<file path="src/rtl/rx_tap_sequencer_if.sv">
// Tap stream from the receive-path sequencer to the matched-filter MAC.
// Valid/ready handshake; the sequencer side is the master.
interface rx_tap_sequencer_if #(
   parameter int unsigned WIDTH = 16
);
   logic [WIDTH-1:0] tap_data;
   logic [2:0]       tap_index;
   logic             tap_last;
   logic             tap_valid;
   logic             tap_ready;

   modport master (
      output tap_data,
      output tap_index,
      output tap_last,
      output tap_valid,
      input  tap_ready
   );

   modport slave (
      input  tap_data,
      input  tap_index,
      input  tap_last,
      input  tap_valid,
      output tap_ready
   );
endinterface

</file>
<file path="src/rtl/rx_tap_sequencer.sv">
// Turns each sample strobe into one shift-register shift followed by a sweep over taps 1..NTAPS.
// Define TAP_SEQ_PENDING_EN to queue one strobe that arrives mid-sweep instead of dropping it.
module rx_tap_sequencer #(
   parameter int unsigned NTAPS = 6,
   parameter int unsigned WIDTH = 16
) (
   input  logic                clk,
   input  logic                reset,
   input  logic                sample_strobe,
   output logic                sr_rxstrobe,
   output logic [2:0]          sr_sel,
   input  logic [WIDTH-1:0]    sr_data,
   rx_tap_sequencer_if.master  tap,
   output logic                busy,
   output logic                overrun,
   input  logic                overrun_clr
);

   localparam logic [2:0] LastTap = 3'(NTAPS);

   typedef enum logic [2:0] {StIdle, StStrobe, StSelect, StLoad, StPresent} state_e;

   state_e           state_q, state_d;
   logic [2:0]       k_q, k_d;
   logic [WIDTH-1:0] tap_data_q, tap_data_d;
   logic [2:0]       tap_index_q, tap_index_d;
   logic             tap_last_q, tap_last_d;
   logic             tap_valid_q, tap_valid_d;
   logic             overrun_q, overrun_d;
   logic             pending_q;
   logic             overrun_evt;
   logic             final_accept;

   assign final_accept = (state_q == StPresent) && tap.tap_ready && (k_q == LastTap);
   assign busy         = (state_q != StIdle);

`ifdef TAP_SEQ_PENDING_EN
   logic pending_d;
   logic pending_used;
   logic strobe_queued;

   always_comb begin
      pending_used  = pending_q && ((state_q == StIdle) || final_accept);
      // Only a strobe into a truly idle sequencer bypasses the pending slot.
      strobe_queued = sample_strobe && !((state_q == StIdle) && !pending_q);
      pending_d     = pending_q && !pending_used;
      overrun_evt   = 1'b0;
      if (strobe_queued) begin
         if (!pending_q || pending_used) begin
            pending_d = 1'b1;
         end else begin
            overrun_evt = 1'b1;
         end
      end
   end

   always_ff @(posedge clk or negedge reset) begin
      if (!reset) begin
         pending_q <= 1'b0;
      end else begin
         pending_q <= pending_d;
      end
   end
`else
   assign pending_q   = 1'b0;
   assign overrun_evt = sample_strobe && busy;
`endif

   // A new overrun wins over a coincident clear.
   always_comb begin
      overrun_d = overrun_q;
      if (overrun_evt) begin
         overrun_d = 1'b1;
      end else if (overrun_clr) begin
         overrun_d = 1'b0;
      end
   end

   always_comb begin
      state_d     = state_q;
      k_d         = k_q;
      tap_data_d  = tap_data_q;
      tap_index_d = tap_index_q;
      tap_last_d  = tap_last_q;
      tap_valid_d = tap_valid_q;
      sr_rxstrobe = 1'b0;
      sr_sel      = 3'd0;
      case (state_q)
         StIdle: begin
            if (sample_strobe || pending_q) begin
               state_d = StStrobe;
               k_d     = 3'd1;
            end
         end
         StStrobe: begin
            sr_rxstrobe = 1'b1;
            k_d         = 3'd1;
            state_d     = StSelect;
         end
         StSelect: begin
            sr_sel  = k_q;
            state_d = StLoad;
         end
         StLoad: begin
            sr_sel      = k_q;
            tap_data_d  = sr_data;
            tap_index_d = k_q;
            tap_last_d  = (k_q == LastTap);
            tap_valid_d = 1'b1;
            state_d     = StPresent;
         end
         StPresent: begin
            // Keep the select asserted so sr_data stays put while stalled.
            sr_sel = k_q;
            if (tap.tap_ready) begin
               tap_valid_d = 1'b0;
               if (k_q == LastTap) begin
                  k_d     = 3'd0;
                  state_d = pending_q ? StStrobe : StIdle;
               end else begin
                  k_d     = k_q + 3'd1;
                  state_d = StSelect;
               end
            end
         end
         default: begin
            state_d = StIdle;
         end
      endcase
   end

   always_ff @(posedge clk or negedge reset) begin
      if (!reset) begin
         state_q     <= StIdle;
         k_q         <= 3'd0;
         tap_data_q  <= '0;
         tap_index_q <= 3'd0;
         tap_last_q  <= 1'b0;
         tap_valid_q <= 1'b0;
         overrun_q   <= 1'b0;
      end else begin
         state_q     <= state_d;
         k_q         <= k_d;
         tap_data_q  <= tap_data_d;
         tap_index_q <= tap_index_d;
         tap_last_q  <= tap_last_d;
         tap_valid_q <= tap_valid_d;
         overrun_q   <= overrun_d;
      end
   end

   assign tap.tap_data  = tap_data_q;
   assign tap.tap_index = tap_index_q;
   assign tap.tap_last  = tap_last_q;
   assign tap.tap_valid = tap_valid_q;
   assign overrun       = overrun_q;

endmodule

</file>
<file path="src/flat_wrapper.sv">
// flat-port wrapper written by rule: the top's interface ports become plain ports
module rx_tap_sequencer_flat 
#(
   parameter int unsigned NTAPS = 6,
   parameter int unsigned WIDTH = 16
)
  (clk, reset, sample_strobe, sr_rxstrobe, sr_sel, sr_data, busy, overrun, overrun_clr, tap_tap_data, tap_tap_index, tap_tap_last, tap_tap_valid, tap_tap_ready);
  rx_tap_sequencer_if #(.WIDTH(WIDTH)) tap_i ();
  input  logic clk;
  input  logic reset;
  input  logic sample_strobe;
  output logic sr_rxstrobe;
  output logic [2:0] sr_sel;
  input  logic [WIDTH-1:0] sr_data;
  output logic busy;
  output logic overrun;
  input  logic overrun_clr;
  output wire logic [$bits(tap_i.tap_data)-1:0] tap_tap_data;
  output wire logic [$bits(tap_i.tap_index)-1:0] tap_tap_index;
  output wire logic [$bits(tap_i.tap_last)-1:0] tap_tap_last;
  output wire logic [$bits(tap_i.tap_valid)-1:0] tap_tap_valid;
  input wire logic [$bits(tap_i.tap_ready)-1:0] tap_tap_ready;
  assign tap_tap_data = tap_i.tap_data;
  assign tap_tap_index = tap_i.tap_index;
  assign tap_tap_last = tap_i.tap_last;
  assign tap_tap_valid = tap_i.tap_valid;
  assign tap_i.tap_ready = tap_tap_ready;
  rx_tap_sequencer #(.NTAPS(NTAPS), .WIDTH(WIDTH)) u_core (.clk(clk), .reset(reset), .sample_strobe(sample_strobe), .sr_rxstrobe(sr_rxstrobe), .sr_sel(sr_sel), .sr_data(sr_data), .tap(tap_i), .busy(busy), .overrun(overrun), .overrun_clr(overrun_clr));
endmodule
</file>
<file path="config.mk">
export PLATFORM = sky130hd
export DESIGN_NAME = rx_tap_sequencer_flat
export DESIGN_NICKNAME = d
export VERILOG_FILES = /design/src/rtl/rx_tap_sequencer_if.sv /design/src/rtl/rx_tap_sequencer.sv /design/src/flat_wrapper.sv
export SDC_FILE = /design/constraint.sdc
export NUM_CORES = 1
export LEC_CHECK = 0
export ABC_AREA = 0
export BUFFER_PORTS_ARGS = -buffer_cell sky130_fd_sc_hd__buf_2
export CORE_UTILIZATION = 33
export CTS_BUF_LIST = sky130_fd_sc_hd__clkbuf_2 sky130_fd_sc_hd__clkbuf_4 sky130_fd_sc_hd__clkbuf_8
export CTS_CLUSTER_DIAMETER = 200
export DETAILED_ROUTE_END_ITERATION = 8
export GPL_ROUTABILITY_DRIVEN = 0
export SLEW_MARGIN = 10
export SYNTH_ARGS = -nofsm -noshare
export SYNTH_HDL_FRONTEND = slang
export SYNTH_SLANG_ARGS = --single-unit
export TNS_END_PERCENT = 50
</file>
<file path="constraint.sdc">
create_clock -name clk -period 1.5 [get_ports clk]
set_input_delay 0.3 -clock clk [delete_from_list [all_inputs] [get_ports clk]]
set_output_delay 0.3 -clock clk [all_outputs]
set_load 0.01 [all_outputs]
</file>
### Word level (Yosys, flattened, before mapping)

Cells that the tools add are included.

| word-level totals | value |
|---|---|
| flip-flop bits (word level) | 28 |
| input bits | 21 |
| output and inout bits | 27 |
| word-level logic and storage cells | 38 |

| operators by class | value |
|---|---|
| add/subtract/negate cells | 1 |
| equal/unequal tests | 7 |
| mux-type cells | 13 |
| reductions and logical operators | 10 |

Operators by type and width:

| cell | count |
|---|---|
| $mux 3 | 5 |
| $pmux 3 s5 | 1 |
| $pmux 3 s3 | 1 |
| $eq 3x2->1 const B | 2 |
| $eq 3x3->1 const B | 2 |
| $reduce_bool 3->1 | 2 |
| $mux 1 | 4 |
| $ne 2x2->1 const B | 2 |
| $reduce_and 2->1 | 2 |
| $reduce_bool 2->1 | 2 |
| $add 3x1->3 const B | 1 |
| $eq 3x1->1 const B | 1 |
| $logic_not 3->1 | 1 |
| $reduce_and 3->1 | 1 |
| $reduce_or 3->1 | 1 |
| $mux 2 | 1 |
| $pmux 1 s2 | 1 |
| $logic_and 1x1->1 | 1 |

### Longest topological paths before layout

Gate-level depths: netlist (run 1).

| depth | value |
|---|---|
| word-level depth | 4 |
| gate-level depth with buffers | 5 |

### Worst setup path before layout (run 1)

OpenSTA, ideal clock, no wires.

| timing path | value |
|---|---|
| kind | register to output |
| start | register u_core.state_q[2] |
| end | output sr_sel[1] |
| arrival time | 0.965 ns |
| setup slack | 0.235 ns |
| cell stages (with the launch flop) | 5 |
| path through | dfrtp_1 > buf_6 > and2b_1 > a21oi_1 > nor2b_1 |

| between the ends | value |
|---|---|
| cells in the longest elaborated chain, start to end | 3 |
| elaborated cells on any way between the ends | 5 |
| those cells by class | 3 x eq/ne; 1 x mux; 1 x reduce/logical |

Ends and longest elaborated chain:

| what | line | RTL |
|---|---|---|
| from (decl) | rx_tap_sequencer.sv:23 | `state_e state_q, state_d;` |
| from (signal assigned) | rx_tap_sequencer.sv:134 | `state_q <= StIdle;` |
| from (signal assigned) | rx_tap_sequencer.sv:142 | `state_q <= state_d;` |
| $eq 3x2->1 or $eq 3x3->1 (tied branches) | rx_tap_sequencer.sv:88 | `case (state_q)` |
| $reduce_or 3->1 (no line) (*) | -- |  |
| $mux 3 (*) | rx_tap_sequencer.sv:88 |  |
| to (decl) | flat_wrapper.sv:13 | `output logic [2:0] sr_sel;` |

Every way passes the cells marked *; elsewhere a longest branch is shown, timed or not.

### Worst setup path in the final report (run 1)

| timing path | value |
|---|---|
| start | register u_core.state_q[1] |
| end | output sr_sel[2] |

Same word-level chain as after synthesis.

==> results of run 1 <==
==> cell usage in the layout, fill, tap and decap left out <==
cell | synthesis | final
o21ai_1 | 1 | 1
or3_1 | 1 | 1
nand3_1 | 1 | 1
o21bai_1 | 1 | 1
o41ai_1 | 1 | 1
and2_4 | 0 | 1
and2b_2 | 0 | 1
or2_2 | 1 | 1
bufinv_16 | 0 | 1
or3b_4 | 1 | 1
o21ai_0 | 3 | 3
o22a_1 | 2 | 2
a32oi_2 | 0 | 1
inv_1 | 3 | 3
mux2i_1 | 1 | 1
nor3_1 | 2 | 2
nand3b_4 | 1 | 1
dfrtp_1 | 28 | 25
and3b_1 | 1 | 1
a21oi_4 | 0 | 1
clkbuf_8 | 0 | 3
buf_4 | 0 | 8
nand2_1 | 3 | 3
dfrtp_2 | 0 | 3
mux2_2 | 18 | 18
nand3b_1 | 1 | 1
a211o_2 | 1 | 1
nor2_2 | 0 | 2
buf_2 | 1 | 47
nor2_1 | 5 | 2
nor4_1 | 1 | 1
nor3b_2 | 1 | 1
nand2b_1 | 1 | 1
a21oi_1 | 3 | 2
nor2_4 | 0 | 1
nor2b_1 | 3 | 3
==> critical path: cells and delay by family, from the launching register on <==
kind	cells	cell delay [ns]
buffers and inverters	1	0.13
AO/OA/AOI/OAI	1	0.14
AND/OR/NAND/NOR	2	0.30
flip-flops	1	0.47
==> worst paths after layout <==
kind                                                  endpoint  depth (start not counted)  slack (ns)
hold reg to reg            u_core.tap.tap_index[0]$_DFFE_PN0N_                          2        0.49
hold / removal             u_core.tap.tap_index[2]$_DFFE_PN0N_                          1        0.03
max in group asynchronous        u_core.state_q[0]$_DFFE_PN0P_                          1        1.04
setup / recovery                                     sr_sel[2]                          4       -0.12
setup reg to reg                     u_core.k_q[2]$_DFFE_PN0P_                          5        0.03
min in group clk                    u_core.overrun$_DFFE_PN0P_                          2        0.20
==> power groups by stage <==
stage | Combinational (mW) | Clock [mW] | Sequential, mW
after global routing | 1.85 | 0.637 | 1.40
final | 1.70 | 0.584 | 1.34
after CTS | 1.62 | 0.602 | 1.34
after detailed placement | 1.47 | 0 | 1.38
after floorplan | 0.928 | 0 | 1.44
after global placement | 1.45 | 0 | 1.35
==> metrics by stage <==
| step | std cells | util (%) | setup TNS [ns] |
|---|---|---|---|
| after floorplan | 93 | - | 0 |
| after global placement | 184 | 43.29 | 0 |
| after detailed placement | 184 | 43.29 | 0 |
| after CTS | 192 | 46.60 | -0.5284 |
| after global routing | 193 | 47.58 | -0.8729 |
| final | 193 | 47.58 | -0.5644 |
==> final cells by class <==
cell class / count / area [um^2]
fill: 334 / 1804
sequential: 28 / 704.4
multi-input combinational: 57 / 498.0
timing repair buffer: 55 / 295.3
tap: 46 / 57.56
clock buffer: 3 / 41.29
clock inverter: 1 / 30.03
inverter: 3 / 11.26
==> kinds of logic (layout without fill, tap and decap cells) <==
logic type / Yosys count / count (layout)
buf+inv: 8 / 62
simple gates: 25 / 25
compound gates: 13 / 13
flops: 28 / 28
mux: 19 / 19
==> registers in the layout, summed over array words and instances, names as in the netlist <==
register	cells
u_core.tap.tap_data	16
u_core.tap.tap_valid	1
u_core.tap.tap_index	3
u_core.overrun	1
u_core.k_q	3
u_core.tap.tap_last	1
u_core.state_q	3
==> per-layer routing <==
metal  routed length, um  vias to the layer above  share of wire (%)  track usage, %
met5                   0                        -                  0               0
met4                  35                        0                1.4           5.233
met3                  92                        4                3.8           2.007
met2                1289                       26                 53           23.39
met1                1024                      439                 42           15.18
li1                    -                      433                  -               -
==> repair_timing <==
item,in CTS,in global routing
hold buffers,0,0
hold endpoints to repair,0,0
buffers inserted,4,1
setup endpoints to repair,5,8
pin swaps,0,1
gates resized for setup,6,6
==> run_results.csv, run 1 <==
group,metric,value,unit
logic_synthesis,synth_area_leader_cell,"dfrtp_1",
logic_synthesis,synth_top_family_by_area,"multiplexers",
drt,wirelength,2441,um
cts,cts.htree.levels,1,
worst_setup_path,startpoint_type,"flop",
worst_setup_path,slowest_stage,"dfrtp_2",
cts,cts_buffer_depth,2,
logic_synthesis,synth_edf_count,0,
place,dpl.hpwl,1736,um
pwr,total_power,3.631,mW
finish,n_antenna_cell,0,
pwr,comb_power_share,46.9,%
drt,routed_via_density,4.674,
pwr,p_leak,0.8184,nW
finish,drive_above_1_share,62.59,%
sta,fin_crit_sh,107.9,%
logic_synthesis,synthArstFlopShare,100.0,%
status,failed_checks,"setup timing",
finish,design_area,0.001638,mm^2
drt,drc,0,
sta,finalHoldViolations,0,
logic_synthesis,synthMuxAreaShare,17.36,%
logic_synthesis,synthesis.area,0.001225,mm^2
status,status,"finished, violations left",
place,port_buffers,47,
pwr,p_int,2.374,mW
place,placedInstanceArea,0.001490,mm^2
logic_synthesis,synthDistinctLibCells,30,
worst_setup_path,cp-end-kind,"primary output",
pwr,p_sw,1.257,mW
logic_synthesis,synth_common_cells,"dfrtp_1, mux2_2, nor2_1, buf_6",
sta,final_max_slew_viol_count,0,
grt,grt_use_total,12.99,%
worst_setup_path,crit_path_start,"u_core.state_q[1]$_DFFE_PN0P_",
logic_synthesis,synth_top_area_share,57.20,%
logic_synthesis,synth_compound_area_share,7.150,%
worst_setup_path,worstSetupPathType,"flop to primary output",
job,drv_cap,0,
logic_synthesis,syn_nets,114,
floorplan,ios,48,
drt,drtIter0Drc,13,
pwr,p_clk_share,16.1,%
logic_synthesis,synth_adder_area_share,0,%
worst_setup_path,r2r_start,"u_core.state_q[0]$_DFFE_PN0P_",
place,dp_slack,0.06622,ns
worst_setup_path,cp.required,1.20,ns
floorplan,dieWidth,62.93,um
finish,nets,169,
pwr,swShare,34.61,%
worst_setup_path,max_stage_delay,0.47,ns
logic_synthesis,yosysWarnings,0,
logic_synthesis,synthFlopType,"dfrtp_1",
drt,post_drt_wl_per_cell,12.65,um
finish,areaGrowthSynthToFinish,33.71,%
cts,cts.clk_slew.worst_paths,0.10,ns
logic_synthesis,synth_area_leaders,"dfrtp_1, mux2_2, buf_6",
grt,grt_overflow,0,
drt,postRouteAntennaNets,0,
pwr,sequentialPowerShare,37.0,%
sta,rsz0062_at_grt,"yes",
floorplan,rows,21,
cts,insertion_delay,0.27,ns
cts,cts_tree,"built",
logic_synthesis,synthXorXnorAreaFrac,0,%
grt,grt_max_degree,29,
floorplan,core-area,0.003442,mm^2
floorplan,dieArea,0.003960,mm^2
logic_synthesis,yosysMostFrequentCell,"dfrtp_1",
cts,cts.sinks,28,
sta,layout_setup_ws,-0.1187,ns
grt,antenna_found_initial,0,
min_path,min_path_type,"input port to async pin",
sta,setup_viol,5,
sta,whs,0.02609,ns
floorplan,start_util,35.59,%
logic_synthesis,synth-seq-cells,28,
cts,cts_root_buffer,"clkbuf_8",
pwr,vdd.ir_drop.worst,0.7270,mV
logic_synthesis,yosysSeqAreaShare,57.20,%
drt,dr.pass1.iters,4,
sta,relSlewSlack,59.23,%
worst_setup_path,path_max_fanout,6,
cts,numCtsBuffers,3,
sta,finalClockSkew,0.008191,ns
logic_synthesis,synth-simple-area-share,13.28,%
floorplan,die_h,62.93,um
sta,tightest_slew,0.6116,ns
drt,vias,902,
worst_setup_path,critical_path_arrival,1.32,ns
logic_synthesis,netlist_instances,93,
pwr,p_per_area,2217,mW/mm^2
grt,grt_pass1_wl,4071,um
worst_setup_path,path_cells,"and2b_2 > a21oi_4 > nor2b_1 > buf_2",
sta,fmax,617.8,MHz
grt,grt_pass1_vias,870,
sta,fin_crit,1.619,ns
logic_synthesis,syn_avg_cell_area,13.17,um^2
No activity file was read; power rests on OpenSTA's default activity.
==> inputs of run 2 (changes only) <==
--- a/config.mk
+++ b/config.mk
@@ -12,6 +12,7 @@
 export CTS_CLUSTER_DIAMETER = 200
 export DETAILED_ROUTE_END_ITERATION = 8
 export GPL_ROUTABILITY_DRIVEN = 0
+export SETUP_SLACK_MARGIN = 0.3
 export SLEW_MARGIN = 10
 export SYNTH_ARGS = -nofsm -noshare
 export SYNTH_HDL_FRONTEND = slang
==> run 2 against run 1 <==
  * The flow still finishes with violations (setup timing)
  * Largest power group unchanged
  * Critical path depth unchanged
  * Combinational power grew 45%
  * Largest cell class unchanged
  * Hold slack gained 0.0022 ns
  * Highest routed layer unchanged
  * Critical endpoint is now sr_sel[1]
  * Sequential share of layout area shrank 6.6 points
  * Clock skew shrank 0.0053 ns
==> run_results.csv, run 2 (synthesis gave the netlist of run 1 again) <==
group,metric,value,unit
status,status,"finished, violations left",
status,failed_checks,"setup timing",
floorplan,core-area,0.003442,mm^2
worst_setup_path,crit_family,"flip-flops",
floorplan,ios,48,
pwr,p_per_area,2293,mW/mm^2
grt,grt_max_degree,29,
min_path,min_path_type,"input port to async pin",
sta,setup_viol,5,
finish,final_core_util,56.27,%
finish,drive_above_1_share,68.94,%
worst_setup_path,path_cells,"and2b_1 > a21oi_2 > nor2b_2 > buf_2",
worst_setup_path,critical_path_arrival,1.33,ns
worst_setup_path,crit_buf_inv,1,
worst_setup_path,slowest_stage,"dfrtp_2",
floorplan,rows,21,
worst_setup_path,crit_path_start,"u_core.state_q[1]$_DFFE_PN0P_",
pwr,sequentialPowerShare,31.2,%
drt,routed_via_density,4.696,
worst_setup_path,reg2reg_setup_slack,0.02,ns
worst_setup_path,path_max_fanout,7,
drt,drtIter0Drc,9,
floorplan,dieWidth,62.93,um
cts,numCtsBuffers,3,
grt,grt_pass1_vias,947,
cts,cts_buffer_depth,2,
cts,cts.sinks,28,
sta,finalClockSkew,0.002892,ns
worst_setup_path,critical_path_depth,4,
cts,cts_tree,"built",
pwr,p_int,2.965,mW
grt,grt_overflow,0,
drt,wirelength,2913,um
cts,cts.clk_slew.worst_paths,0.09,ns
drt,drc,0,
worst_setup_path,cp-end-kind,"primary output",
floorplan,die_h,62.93,um
place,dpl.cell_count,183,
sta,fin_crit,1.627,ns
sta,rsz0062_at_grt,"yes",
drt,postRouteAntennaNets,0,
sta,layout_setup_ws,-0.1271,ns
worst_setup_path,worstReg2RegEnd,"u_core.k_q[2]$_DFFE_PN0P_",
pwr,vdd.ir_drop.worst,0.9449,mV
drt,post_drt_wl_per_cell,14.07,um
pwr,p_clk_share,13.2,%
floorplan,start_util,35.59,%
finish,fillCellCount,299,
sta,finalHoldViolations,0,
drt,vias,972,
sta,fin_crit_sh,108.5,%
grt,grt_pass1_wl,4422,um
pwr,p_leak,1.024,nW
cts,insertion_delay,0.27,ns
finish,final_cells,207,
grt,antenna_found_initial,0,
sta,fmax,614.6,MHz
finish,mostFrequentLayoutCells,"buf_2, dfrtp_1, mux2_4",
cts,cts.htree.levels,1,
sta,relSlewSlack,59.22,%
worst_setup_path,cp.required,1.20,ns
grt,grt_use_total,14.50,%
pwr,p_sw,1.476,mW
worst_setup_path,r2r_start,"u_core.state_q[0]$_DFFE_PN0P_",
worst_setup_path,max_stage_delay,0.46,ns
finish,layout_commonest_cell,"buf_2",
pwr,total_power,4.441,mW
place,port_buffers,47,
job,drv_cap,0,
drt,dr.pass1.iters,4,
sta,final_max_slew_viol_count,0,
place,dpl.hpwl,1657,um
cts,cts_root_buffer,"clkbuf_8",
worst_setup_path,worstSetupPathType,"flop to primary output",
sta,tightest_slew,0.6117,ns
finish,nets,183,
pwr,swShare,33.24,%
worst_setup_path,startpoint_type,"flop",
worst_setup_path,rr_worst_depth,5,
finish,areaGrowthSynthToFinish,58.12,%
finish,largest_register_ffs,16,
finish,n_antenna_cell,0,
pwr,comb_power_share,55.6,%
floorplan,dieArea,0.003960,mm^2
-- run 2: worst max-delay path by stage --
stage	slack (ns)	end
CTS	-0.12	sr_sel[1]
finish	-0.13	sr_sel[1]
detailed placement	0.04	sr_sel[1]
global route	-0.19	sr_sel[2]
floorplan	0.27	sr_sel[1]
global placement	0.07	sr_sel[2]
-- run 2: area by class of cell --
class	count	area (um^2)	share of cell area, %
Sequential cell	28	704.4	36.37
Tap cell	46	57.56	2.972
Inverter	3	11.26	0.5814
Clock buffer	3	41.29	2.132
Clock inverter	1	30.03	1.550
Multi-Input combinational cell	57	585.6	30.23
Timing Repair Buffer	69	506.7	26.16
-- run 2: timing repair --
| item | CTS | global route |
|---|---|---|
| gates resized for setup | 13 | 27 |
| hold buffers | 0 | 0 |
| buffers inserted | 9 | 8 |
| pin swaps | 2 | 6 |
| cloned | 2 | 1 |
| endpoints found under the setup margin | 29 | 30 |
-- run 2: routing by layer --
| metal | vias up | global-route usage (%) | wire (um) |
|---|---|---|---|
| met5 | - | 0 | 0 |
| li1 | 459 | - | - |
| met1 | 481 | 17.11 | 1296 |
| met3 | 4 | 2.555 | 94 |
| met2 | 28 | 25.40 | 1473 |
| met4 | 0 | 6.395 | 49 |
-- run 2: power groups by stage --
stage,combinational [mW],clock [mW],sequential (mW)
floorplan,1.04,0,1.44
global placement,1.50,0,1.40
detailed placement,1.53,0,1.42
CTS,2.05,0.598,1.36
global route,2.63,0.624,1.44
finish,2.47,0.584,1.39
-- run 2: through the flow --
step	hold slack (ns)	worst slack (ns)	cell area (um^2)	TNS, ns
after floorplan	0.004409	0.2651	1262	0
after global placement	0.3506	0.07108	1526	0
after detailed placement	0.3597	0.04484	1526	0
after CTS	0.05880	-0.1211	1773	-0.4944
after global routing	0.07720	-0.1911	1937	-0.7430
final	0.02830	-0.1271	1937	-0.4421
==> inputs of run 3 (changes only) <==
==> constraint.sdc (replaced) <==
create_clock -name clk -period 1.49 [get_ports clk]
set_input_delay 0.298 -clock clk [delete_from_list [all_inputs] [get_ports clk]]
set_output_delay 0.298 -clock clk [all_outputs]
set_load 0.01 [all_outputs]
==> run 3 against run 2 <==
  * The run still ends with setup timing left
  * Via count grew 0.10%
  * Setup slack worse by 0.025 ns
  * Cell area down 3.4%
  * Hold slack got worse by 0.0015 ns
  * Sequential share of layout area grew 1.3 points
  * Critical path type unchanged
  * Critical endpoint unchanged
  * Highest routed layer unchanged
==> run_results.csv, run 3 (synthesis gave the netlist of run 1 again) <==
group,metric,value,unit
floorplan,core-area,0.003442,mm^2
finish,final_cells,203,
finish,design_area,0.001872,mm^2
worst_setup_path,critical_path_arrival,1.34,ns
drt,routed_via_density,4.793,
floorplan,die_h,62.93,um
cts,cts.htree.levels,1,
cts,cts.clk_slew.worst_paths,0.10,ns
cts,cts_root_buffer,"clkbuf_8",
worst_setup_path,rr_worst_depth,5,
worst_setup_path,path_max_fanout,7,
sta,rsz0062_at_grt,"yes",
finish,nets,179,
sta,fin_crit,1.642,ns
finish,drive_above_1_share,67.52,%
sta,setup_viol,5,
worst_setup_path,reg2reg_setup_slack,0.03,ns
worst_setup_path,worstReg2RegEnd,"u_core.k_q[2]$_DFFE_PN0P_",
finish,mostFrequentLayoutCells,"buf_2, dfrtp_1, mux2_4",
grt,grt_pass1_wl,4816,um
min_path,min_path_type,"input port to async pin",
cts,insertion_delay,0.27,ns
pwr,p_per_area,2339,mW/mm^2
job,drv_cap,0,
grt,antenna_found_initial,0,
sta,layout_setup_ws,-0.1519,ns
pwr,p_leak,1.013,nW
finish,seqCellArea,704.4,um^2
worst_setup_path,crit_end,"sr_sel[1]",
place,dp_slack,0.01984,ns
drt,vias,973,
finish,fillCellCount,297,
pwr,total_power,4.378,mW
finish,final_core_util,54.38,%
sta,whs,0.02678,ns
cts,cts.sinks,28,
grt,grt_max_degree,29,
sta,finalClockSkew,0.007279,ns
pwr,vdd.ir_drop.worst,0.9031,mV
grt,grt_overflow,0,
place,dpl.cell_count,183,
worst_setup_path,cp.required,1.19,ns
worst_setup_path,startpoint_type,"flop",
sta,final_max_slew_viol_count,0,
floorplan,dieArea,0.003960,mm^2
drt,dr.pass1.iters,4,
sta,finalSetupTns,-0.6186,ns
grt,grt_pass1_vias,974,
drt,drc,0,
floorplan,dieWidth,62.93,um
place,port_buffers,47,
finish,multiInputGateArea,643.1,um^2
cts,cts_tree,"built",
cts,numCtsBuffers,3,
status,status,"finished, violations left",
floorplan,start_util,35.59,%
worst_setup_path,cp-end-kind,"primary output",
drt,wirelength,3108,um
sta,finalHoldViolations,0,
drt,post_drt_wl_per_cell,15.31,um
finish,areaGrowthSynthToFinish,52.81,%
place,placedInstanceArea,0.001525,mm^2
finish,n_antenna_cell,0,
sta,tightest_slew,0.6209,ns
worst_setup_path,crit_path_start,"u_core.state_q[1]$_DFFE_PN0P_",
floorplan,ios,48,
floorplan,rows,21,
place,dpl.hpwl,1801,um
worst_setup_path,r2r_start,"u_core.state_q[0]$_DFFE_PN0P_",
finish,largest_register_ffs,16,
cts,cts_buffer_depth,2,
drt,postRouteAntennaNets,0,
status,failed_checks,"setup timing",
drt,drtIter0Drc,18,
grt,grt_use_total,15.90,%
sta,relSlewSlack,58.60,%
finish,layout_commonest_cell,"buf_2",
worst_setup_path,worstSetupPathType,"flop to primary output",
sta,fin_crit_sh,110.2,%
sta,fmax,609.0,MHz
-- run 3: routing by layer --
layer  track usage [%]  part of all wire [%]  routed length, um
met1             19.42                    45               1386
met5                 0                     0                  0
met4             6.105                   2.0                 63
met2             28.09                    51               1586
met3             2.007                   2.3                 72
-- run 3: worst min path at each step --
stage	depth (start not counted)	start	end	slack, ns
2_1_floorplan	0	reset	u_core.k_q[0]$_DFFE_PN0P_	0.002
3_3_place_gp	1	reset	u_core.tap.tap_valid$_DFFE_PN0P_	0.35
3_5_place_dp	1	reset	u_core.tap.tap_valid$_DFFE_PN0P_	0.35
4_1_cts	1	reset	u_core.tap.tap_valid$_DFFE_PN0P_	0.05
5_1_grt	1	reset	u_core.tap.tap_valid$_DFFE_PN0P_	0.07
6_report	1	reset	u_core.tap.tap_valid$_DFFE_PN0P_	0.03
-- run 3: cell type report --
class | instances | share of cell area, %
sequential | 28 | 37.63
clock inverter | 1 | 1.604
clock buffer | 3 | 2.206
tap | 46 | 3.075
inverter | 3 | 0.6016
timing repair buffer | 62 | 20.52
multi-input combinational | 60 | 34.36
-- run 3: critical path, stage by stage (launching register included) --
cell,delay [ns]
dfrtp_2,0.48
and2b_1,0.23
a21oi_4,0.17
nor2b_2,0.05
buf_2,0.13
-- run 3: repair_timing --
action,CTS,global route
hold buffers,0,0
endpoints found under the setup margin,29,30
gates resized for setup,30,8
endpoints found under the hold margin,0,0
pin swaps,8,6
gates cloned,2,1
buffers inserted,9,4
-- run 3: power breakdown --
group	switching [mW]	total [mW]	internal (mW)
Sequential	0.296	1.42	1.12
Combinational	1.01	2.36	1.36
Clock	0.237	0.596	0.359
